## src/rtl/multiword_add_seq.sv

```systemverilog
// Sequential WORDS*32-bit adder streaming one 32-bit word per clock through a ripple-carry slice.
// Define MULTIWORD_ADD_SUB_EN to add the in_sub port (A-B via inverted B and carry-in of 1).
module multiword_add_seq #(
  parameter int unsigned WORDS = 4
) (
  input  logic                  clk,
  input  logic                  rst,
  input  logic                  in_valid,
  output logic                  in_ready,
  input  logic [32*WORDS-1:0]   in_a,
  input  logic [32*WORDS-1:0]   in_b,
  input  logic                  in_cin,
`ifdef MULTIWORD_ADD_SUB_EN
  input  logic                  in_sub,
`endif
  output logic                  out_valid,
  input  logic                  out_ready,
  output logic [32*WORDS-1:0]   out_sum,
  output logic                  out_cout,
  output logic                  out_ovf
);

  localparam int unsigned IW = (WORDS > 1) ? $clog2(WORDS) : 1;

  localparam logic [1:0] StIdle = 2'd0;
  localparam logic [1:0] StRun  = 2'd1;
  localparam logic [1:0] StDone = 2'd2;

  logic [1:0]                r_state;
  logic [IW-1:0]             r_idx;
  logic                      r_carry;
  logic [WORDS-1:0][31:0]    r_a;
  logic [WORDS-1:0][31:0]    r_b;
  logic [WORDS-1:0][31:0]    r_sum;
  logic [32*WORDS-1:0]       r_out_sum;
  logic                      r_out_cout;
  logic                      r_out_ovf;
`ifdef MULTIWORD_ADD_SUB_EN
  logic                      r_sub;
`endif

  logic                      w_accept;
  logic                      w_last;
  logic [31:0]               w_op_a;
  logic [31:0]               w_op_b;
  logic [31:0]               w_slice_sum;
  logic [32:0]               w_chain;
  logic                      w_init_carry;
  logic [WORDS-1:0][31:0]    w_sum_full;

  assign in_ready  = (r_state == StIdle) || ((r_state == StDone) && out_ready);
  assign w_accept  = in_valid && in_ready;
  assign w_last    = (r_idx == IW'(WORDS - 1));
  assign out_valid = (r_state == StDone);
  assign out_sum   = r_out_sum;
  assign out_cout  = r_out_cout;
  assign out_ovf   = r_out_ovf;

  assign w_op_a = r_a[r_idx];
`ifdef MULTIWORD_ADD_SUB_EN
  assign w_op_b       = r_sub ? ~r_b[r_idx] : r_b[r_idx];
  assign w_init_carry = in_sub ? 1'b1 : in_cin;
`else
  assign w_op_b       = r_b[r_idx];
  assign w_init_carry = in_cin;
`endif

  // 32-bit ripple-carry slice: the only combinational carry chain in the block
  always_comb begin
    w_chain[0] = r_carry;
    for (int i = 0; i < 32; i++) begin
      w_slice_sum[i] = w_op_a[i] ^ w_op_b[i] ^ w_chain[i];
      w_chain[i+1]   = (w_op_a[i] & w_op_b[i]) | (w_chain[i] & (w_op_a[i] ^ w_op_b[i]));
    end
  end

  always_comb begin
    w_sum_full        = r_sum;
    w_sum_full[r_idx] = w_slice_sum;
  end

  always_ff @(posedge clk) begin
    if (rst) begin
      r_state    <= StIdle;
      r_idx      <= '0;
      r_carry    <= 1'b0;
      r_a        <= '0;
      r_b        <= '0;
      r_sum      <= '0;
      r_out_sum  <= '0;
      r_out_cout <= 1'b0;
      r_out_ovf  <= 1'b0;
`ifdef MULTIWORD_ADD_SUB_EN
      r_sub      <= 1'b0;
`endif
    end else if (w_accept) begin
      // Covers both IDLE accept and same-edge retire+accept from DONE
      r_state <= StRun;
      r_idx   <= '0;
      r_carry <= w_init_carry;
      r_a     <= in_a;
      r_b     <= in_b;
`ifdef MULTIWORD_ADD_SUB_EN
      r_sub   <= in_sub;
`endif
    end else begin
      case (r_state)
        StRun: begin
          r_sum[r_idx] <= w_slice_sum;
          r_carry      <= w_chain[32];
          r_idx        <= r_idx + 1'b1;
          if (w_last) begin
            r_out_sum  <= w_sum_full;
            r_out_cout <= w_chain[32];
            r_out_ovf  <= (w_op_a[31] == w_op_b[31]) && (w_slice_sum[31] != w_op_a[31]);
            r_state    <= StDone;
          end
        end
        StDone: begin
          if (out_ready) r_state <= StIdle;
        end
        StIdle: r_state <= StIdle;
        default: r_state <= StIdle;
      endcase
    end
  end

endmodule
```

## config.mk

```make
export PLATFORM = sky130hd
export DESIGN_NAME = multiword_add_seq
export DESIGN_NICKNAME = d
export VERILOG_FILES = /design/src/rtl/multiword_add_seq.sv
export SDC_FILE = /design/constraint.sdc
export NUM_CORES = 1
export LEC_CHECK = 0
export CAP_MARGIN = 20
export CORE_MARGIN = 2
export CORE_UTILIZATION = 25
export DETAILED_ROUTE_END_ITERATION = 8
export PLACE_DENSITY_LB_ADDON = 0.12
export SYNTH_ARGS = -nofsm -noshare
export SYNTH_HDL_FRONTEND = slang
export SYNTH_SLANG_ARGS = --single-unit
```

## constraint.sdc

```tcl
create_clock -name clk -period 22.4 [get_ports clk]
set_clock_uncertainty 0.2 [all_clocks]
set_input_delay 2.24 -clock clk [delete_from_list [all_inputs] [get_ports clk]]
set_output_delay 2.24 -clock clk [all_outputs]
set_load 0.02 [all_outputs]
```

Word level (Yosys, flattened, before mapping)
Index checks and enable logic that the tools add are counted.
Widths: inputs -> output; s select.
- $add $sub $neg: 1
- magnitude comparators: 2
- equal/unequal tests: 9
- multiplexer cells: 13
- bitwise operators: 161
- reductions and logical operators: 12
- operator list (kind ; number):
    $bmux 32 s2 ; 2
    $bwmux 128 ; 1
    $mux 32 ; 3
    $and 1x1->1 ; 64
    $demux 32 s2 ; 1
    $xor 1x1->1 ; 64
    $or 1x1->1 ; 32
    $reduce_and 2->1 ; 3
    $eq 2x2->1 const B ; 2
    $logic_and 1x1->1 ; 4
    $mux 2 ; 2
    $pmux 2 s2 ; 1
    $lt 2x3->1 const B ; 1
    $mux 1 ; 3
    $ne 3x1->1 const B ; 1
    $ne 3x3->1 const B ; 1
    $reduce_and 3->1 ; 1
    $add 2x1->2 const B ; 1
    $eq 2x1->1 const B ; 1
    $ge 2x1->1 const B ; 1
    $logic_not 2->1 ; 1
    $ne 2x1->1 const B ; 1
    $ne 2x2->1 const B ; 1
    $reduce_bool 2->1 ; 1
    5 further kinds ; 5
- register bits after elaboration: 519
- output and inout port bits: 132

Logic depth before layout (Yosys ltp)
Gate-level depths: netlist of run 1.
- word-level depth: 69
- depth in mapped cells: 42

Least setup slack after synthesis of run 1
No wires, ideal clock.
- kind: flip-flop to flip-flop
- start: register r_idx[0]
- end: register r_out_ovf (netlist: out_ovf)
- setup time: 70 ps
- arrival time: 16476 ps
- required time: 22130 ps
- slack: 5654 ps
- stages on the path, launching flop included: 43
- buffers on the path: 3
- period minus slack after synthesis: 16746 ps
- path through: dfxtp_1 -> buf_2 -> buf_2 -> mux4_2 -> fa_1 -> fa_1 -> fa_1 -> fa_1 -> fa_1 -> fa_1 -> fa_1 -> fa_1 -> fa_1 -> fa_1 -> fa_1 -> fa_1 -> fa_1 -> fa_1 -> [7 not listed] -> fa_1 -> fa_1 -> fa_1 -> fa_1 -> fa_1 -> fa_1 -> fa_1 -> fa_1 -> inv_1 -> fa_1 -> inv_1 -> fa_1 -> inv_1 -> fa_1 -> clkbuf_1 -> xor2_1 -> or3_1 -> a21oi_1
- word-level cells in the longest chain between the ends: 68
- elaborated cells between the ends (all ways): 135
- those cells by class: eq/ne (3); mux (4); bitwise (126); reduce/logical (2)
- RTL lines (element ; line ; source):
    from (decl) ; 30 ; logic [IW-1:0] r_idx;
    from (signal assigned) ; 111 ; r_idx <= r_idx + 1'b1;
    $bmux 32 s2 (on tied branches) ; 59, 64 ;
    $mux 32 (on tied branches) ; 59, 64 ;
    $xor 1x1->1 ; 73 ; w_chain[i+1] = (w_op_a[i] & w_op_b[i]) | (w_chain[i] & (w_op_a[i] ^ w_op_b[i]));
    $and 1x1->1 ; 73 ;
    $or 1x1->1 ; 73 ;
    $and 1x1->1 ; 73 ;
    $or 1x1->1 ; 73 ;
    $and 1x1->1 ; 73 ;
    [52 not listed] ; -- ;
    $or 1x1->1 ; 73 ;
    $and 1x1->1 ; 73 ;
    $or 1x1->1 ; 73 ;
    $and 1x1->1 ; 73 ;
    $or 1x1->1 ; 73 ;
    $xor 1x1->1 ; 72 ; w_slice_sum[i] = w_op_a[i] ^ w_op_b[i] ^ w_chain[i];
    $ne 1x1->1 ; 115 ; r_out_ovf <= (w_op_a[31] == w_op_b[31]) && (w_slice_sum[31] != w_op_a[31]);
    $logic_and 1x1->1 ; 115 ;
    to (signal assigned) ; 115 ;
    to (decl) ; 37 ; logic r_out_ovf;
Parallel ways exist; a longest one is shown, timed or not. The select of a mux whose other input is x is not followed.
A chain may end at the register's enable or synchronous reset.

Worst setup path in the final report of run 1
Same ends and word-level chain as after synthesis.

==> flow_summary.ini, run 1 <==
[floorplanning]
rows = 103
die_width_um = 285
io_pins = 393
die-height_um = 285
start_util_pct = 25.2
die-area_um2 = 81400
core_area_um2 = 78600

[finish]
area_delta_synth_final_pct = 33.4
layout-drive-gt1-share_pct = 7.11
finalNetCount = 2839
fillCellCount = 8154

[synth]
synth-seq-cells = 487
synth_commonest_cells = nand2_1, dfxtp_1, a21oi_1
ys_async_sr_fraction_pct = 0
syn_nets = 2557
synth_area_um2 = 19800
synth_area_leader_cell = dfxtp_1
synth_flop_cell = dfxtp_1
syn_inst = 2259
post_synth.cell_area_avg_um2 = 8.76
synthTopCellsByArea = dfxtp_1, nand2_1, a21oi_1
yosysMostFrequentCell = nand2_1
synth_seq_area_share_pct = 49.3
synth_edf_count = 0
synth_top_area_share_pct = 49.3
synth_cell_types = 26
ys_warn_count = 0

[global_route]
grt_pass1_wl_mm = 100
first_global_vias = 16076
antenna_found_initial = 4
grt_max_degree = 240
grt-ovfl-total = 0
track_usage_pct = 15.9

[routing]
via_per_inst = 4.51
dr.pass1.iters = 5
routed_wl_mm = 66.4
wl_per_cell_um = 18.3
vias = 16421
final_antenna_net_count = 0
detail_route.iter0.violations = 871
remaining_drc_errors = 0

[placed_design]
place_hpwl_mm = 46.4
gp_congestion = 0.775
numPortBuffers = 392

[outcome]
status = finished clean

[timing]
fmax_ghz = 0.0563
slew_violations = 0
setup_viol = 0
finalCritPeriodShare_pct = 79.3
post-route-min-period_ps = 17760
rsz0062_at_grt = no
tightest_slew_ps = 1200
hold_viol_final = 0
timing.slew.headroom_pct = 20.2
setup-tns-final_ps = 0

[power_and_ir_drop]
p_leak_nw = 9.05
ir_worst_vdd_mv = 0.0518
p_per_area_nw_per_um2 = 80.8
power_mw = 2.13

[worst_setup_path]
critical_path.max_stage_delay_ps = 630
crit_required_ps = 22710
r2r-start = r_idx[0]
cpMostUsedCell = fa_1
worst_setup_path_start_kind = flop
startpoint = r_idx[0]
cpMaxStageDelayCell = dfxtp_4
crit_path_end_kind = flop
crit_type = reg2reg
path_max_fanout = 27
crit_arrival_ps = 18070

[cts]
clock-root-buffer = clkbuf_16
cts_resized = 0
htree_levels = 2
cts_setup_buffers = 0
cts_buffers = 57
clk_path_buf_depth = 3
clkLatencyLatePin_ps = 610
cts_hold_buf = 0
cts_tree = done
clock-sinks = 487
clkTransAtPathRegs_ps = 60

[worst_hold_path]
worstHoldStart = r_b[117]
worstHoldPathType = reg2reg

[job]
drv_cap = 0
## per-layer routing
metal	GRT usage [%]	share of wire, %
met1	23.3	50
met3	2.81	4.4
met2	24.5	44
met5	0	0
met4	3.05	1.4
## through the flow
stage               cell area, µm²  cells  hold slack, ps  worst slack [ps]  utilization (%)
finish                       26400   3638             250              4640             33.6
global route                 26400   3638             265              3850             33.6
CTS                          26400   3636             253              4330             33.5
detailed placement           24400   3531             245              4360             31.0
global placement             24400   3531             240              4380             31.0
floorplan                    19800   2259             233              5650                -
## flip-flops by register name, indices dropped and copies added, names as in the netlist
name,cells
r_state,2
out_sum,128
r_a,128
r_b,128
r_carry,1
out_cout,1
r_idx,2
r_sum,96
out_ovf,1
## layout by cell type, fill, tap and decap left out, types with 2 or more instances in the layout
cell               n
nand2_1          770
dfxtp_1          485
clkdlybuf4s50_1  391
a21oi_1          389
nor2_1            99
a211oi_1          97
mux2i_1           90
mux4_2            64
clkbuf_16         59
fa_1              32
buf_4             19
clkbuf_1          17
clkbuf_8          16
inv_1              9
o211ai_1           7
clkinv_2           5
bufinv_16          5
and2_1             3
ha_2               3
and2b_1            2
nor3_1             2
o21a_1             2
nand2b_1           2
ha_1               2
buf_12             2
dfxtp_4            2
## where the power goes
group | leakage, nW | switching, mW | internal (mW)
Sequential | 3.97 | 0.0184 | 0.900
Clock | 0.963 | 0.377 | 0.592
Combinational | 4.12 | 0.141 | 0.105
Total | 9.05 | 0.537 | 1.60
## worst paths after layout
path                    to  slack [ps]  cells past startpoint
setup / recovery   out_ovf        4640                     40
hold / removal    r_b[117]         250                      2
setup reg to reg   out_ovf        4640                     40
hold reg to reg   r_b[117]         250                      2
## cell families (layout without fill, tap and decap cells)
family	count (synthesis)	count (layout)	synth area share [%]
AO/OA/AOI/OAI	495	495	13.9
XOR/XNOR	2	2	0.0885
adder cells (fa/ha/maj)	37	37	3.55
buffers and inverters	200	528	4.41
flip-flops	487	487	49.3
multiplexers	154	154	11.8
other	0	1	0
AND/OR/NAND/NOR	884	884	17.0
## area by class of cell
class,count,area (µm²),share of cell area (%)
inverters,9,33.8,0.128
clock buffers,92,1760,6.67
clock inverters,13,203,0.768
repair buffers,414,4140,15.7
multi-input cells,1572,9190,34.8
well taps,1050,1310,4.98
diodes,1,2.50,0.00948
flip-flops and latches,487,9760,37.0
## critical path: cells and delay by family (launching register included)
kind,cells,cell delay [ps]
adders and majority gates,32,14790
buffers and inverters,4,790
DFF,1,630
muxes,1,600
and+or+nand+nor,1,310
xor gates and xnor gates,1,210
AOI/OAI and AO/OA,1,130
(Power assumes the default switching activity.)
==> inputs of run 2 (changes only) <==
clock period = 14.6 ns   (was 22.4 ns; I/O delays follow)
==> run 2 against run 1 <==
  * Wire length up 0.67%
  * Design area down 0.60%
  * Die area unchanged
  * Via count about the same
  * Combinational power up 59%
  * Sequential share of layout area up 0.22 points
  * Count of clock-buffer cells in the layout down 5
  * Critical path type unchanged
  * Largest cell class unchanged
==> flow_summary.ini, run 2 (same netlist as run 1, synthesis figures left out) <==
[routing]
vias = 16408
detail_route.iter0.violations = 1011
dr.pass1.iters = 5
routed_wl_mm = 66.9
via_per_inst = 4.51
remaining_drc_errors = 0
final_antenna_net_count = 0
wl_per_cell_um = 18.4

[global_route]
grt-ovfl-total = 0
antenna_found_initial = 6
first_global_vias = 16621
grt_pass1_wl_mm = 102
track_usage_pct = 16.1
grt_max_degree = 144

[worst_setup_path]
critical_path.max_stage_delay_ps = 530
crit_path_end_kind = flop
cpMaxStageDelayCell = mux4_2
cpMostUsedCell = fa_2
crit_arrival_ps = 14480
worst_setup_path_start_kind = flop
crit_type = reg2reg
path_max_fanout = 4
crit_required_ps = 14920

[floorplanning]
io_pins = 393
die-height_um = 285
die-area_um2 = 81400
die_width_um = 285
rows = 103
start_util_pct = 25.2
core_area_um2 = 78600

[timing]
whs_ps = 251
fmax_ghz = 0.0706
setup_viol = 0
hold_viol_final = 0
timing.slew.headroom_pct = 30.1
finalCritPeriodShare_pct = 97.0
rsz0062_at_grt = no
worst_slack_ps = 437
setup-tns-final_ps = 0
tightest_slew_ps = 1050
post-route-min-period_ps = 14160
slew_violations = 0

[cts]
cts_hold_buf = 0
clock-root-buffer = clkbuf_16
clkTransAtPathRegs_ps = 60
cts_setup_buffers = 0
clk_path_buf_depth = 3
clkLatencyLatePin_ps = 590
cts_tree = done
cts_buffers = 56
htree_levels = 2
clock-sinks = 487

[finish]
fillCellCount = 8206
finalNetCount = 2844
layout-drive-gt1-share_pct = 8.20
layout_common_cells = nand2_1, dfxtp_1, clkdlybuf4s50_1
area_delta_synth_final_pct = 32.6
stdcell_count = 3637
final_common_cell = nand2_1

[placed_design]
pre_cts_slack_ps = -256
gp_congestion = 0.756
numPortBuffers = 392
place_hpwl_mm = 46.9
dp.cells = 3538

[power_and_ir_drop]
ir_worst_vdd_mv = 0.0754
p_per_area_nw_per_um2 = 119
p_leak_nw = 8.89

[job]
drv_cap = 0

[worst_hold_path]
worstHoldPathType = reg2reg

[outcome]
status = finished clean
[run 2: routing by layer]
layer / part of all wire (%) / wire (µm) / vias to the layer above / track usage, %
met1: 49 / 32600 / 7799 / 22.9
li1: - / - / 8146 / -
met2: 45 / 29900 / 385 / 25.4
met3: 4.9 / 3260 / 72 / 3.23
met5: 0.058 / 39 / - / 0
met4: 1.6 / 1050 / 6 / 3.10
[run 2: worst max-delay path, delay by kind of cell, from the launching register on]
family / cells / cell delay [ps]
muxes: 1 / 530
and+or+nand+nor: 1 / 320
adders and majority gates: 32 / 12170
xor gates and xnor gates: 1 / 170
AOI/OAI and AO/OA: 1 / 120
DFF: 1 / 370
buffers and inverters: 3 / 190
[run 2: area by class of cell]
cell class	instances	area, µm²	area share [%]
antenna	2	5.00	0.0191
clock buffer	87	1650	6.28
clock inverter	10	77.6	0.296
inverter	9	33.8	0.129
multi-input combinational	1572	9270	35.3
sequential	487	9760	37.2
tap	1050	1310	5.01
timing repair buffer	420	4140	15.8
[run 2: worst paths after layout]
path,startpoint,to,slack [ps],cells past startpoint
hold / removal,r_a[54],r_a[54],250,2
setup reg to reg,r_idx[0],out_ovf,440,39
setup / recovery,r_idx[0],out_ovf,440,39
hold reg to reg,r_a[54],r_a[54],250,2
[run 2: power breakdown]
group | switching [mW] | internal [mW]
logic | 0.223 | 0.167
registers | 0.0253 | 1.38
clock network | 0.551 | 0.784
total | 0.799 | 2.33
[run 2: what timing repair did]
action | in CTS | in global routing
pin swaps | 10 | 28
resized for setup | 0 | 4
endpoints found under the setup margin | 8 | 8
[run 2: per-stage QoR]
stage / utilization, % / cell area, µm² / total power [mW]
after CTS: 33.4 / 26200 / 3.19
after global routing: 33.4 / 26200 / 3.28
final: 33.4 / 26200 / 3.13
after detailed placement: 31.2 / 24500 / 1.83
after global placement: 31.2 / 24500 / 1.83
after floorplan: - / 19900 / 1.65
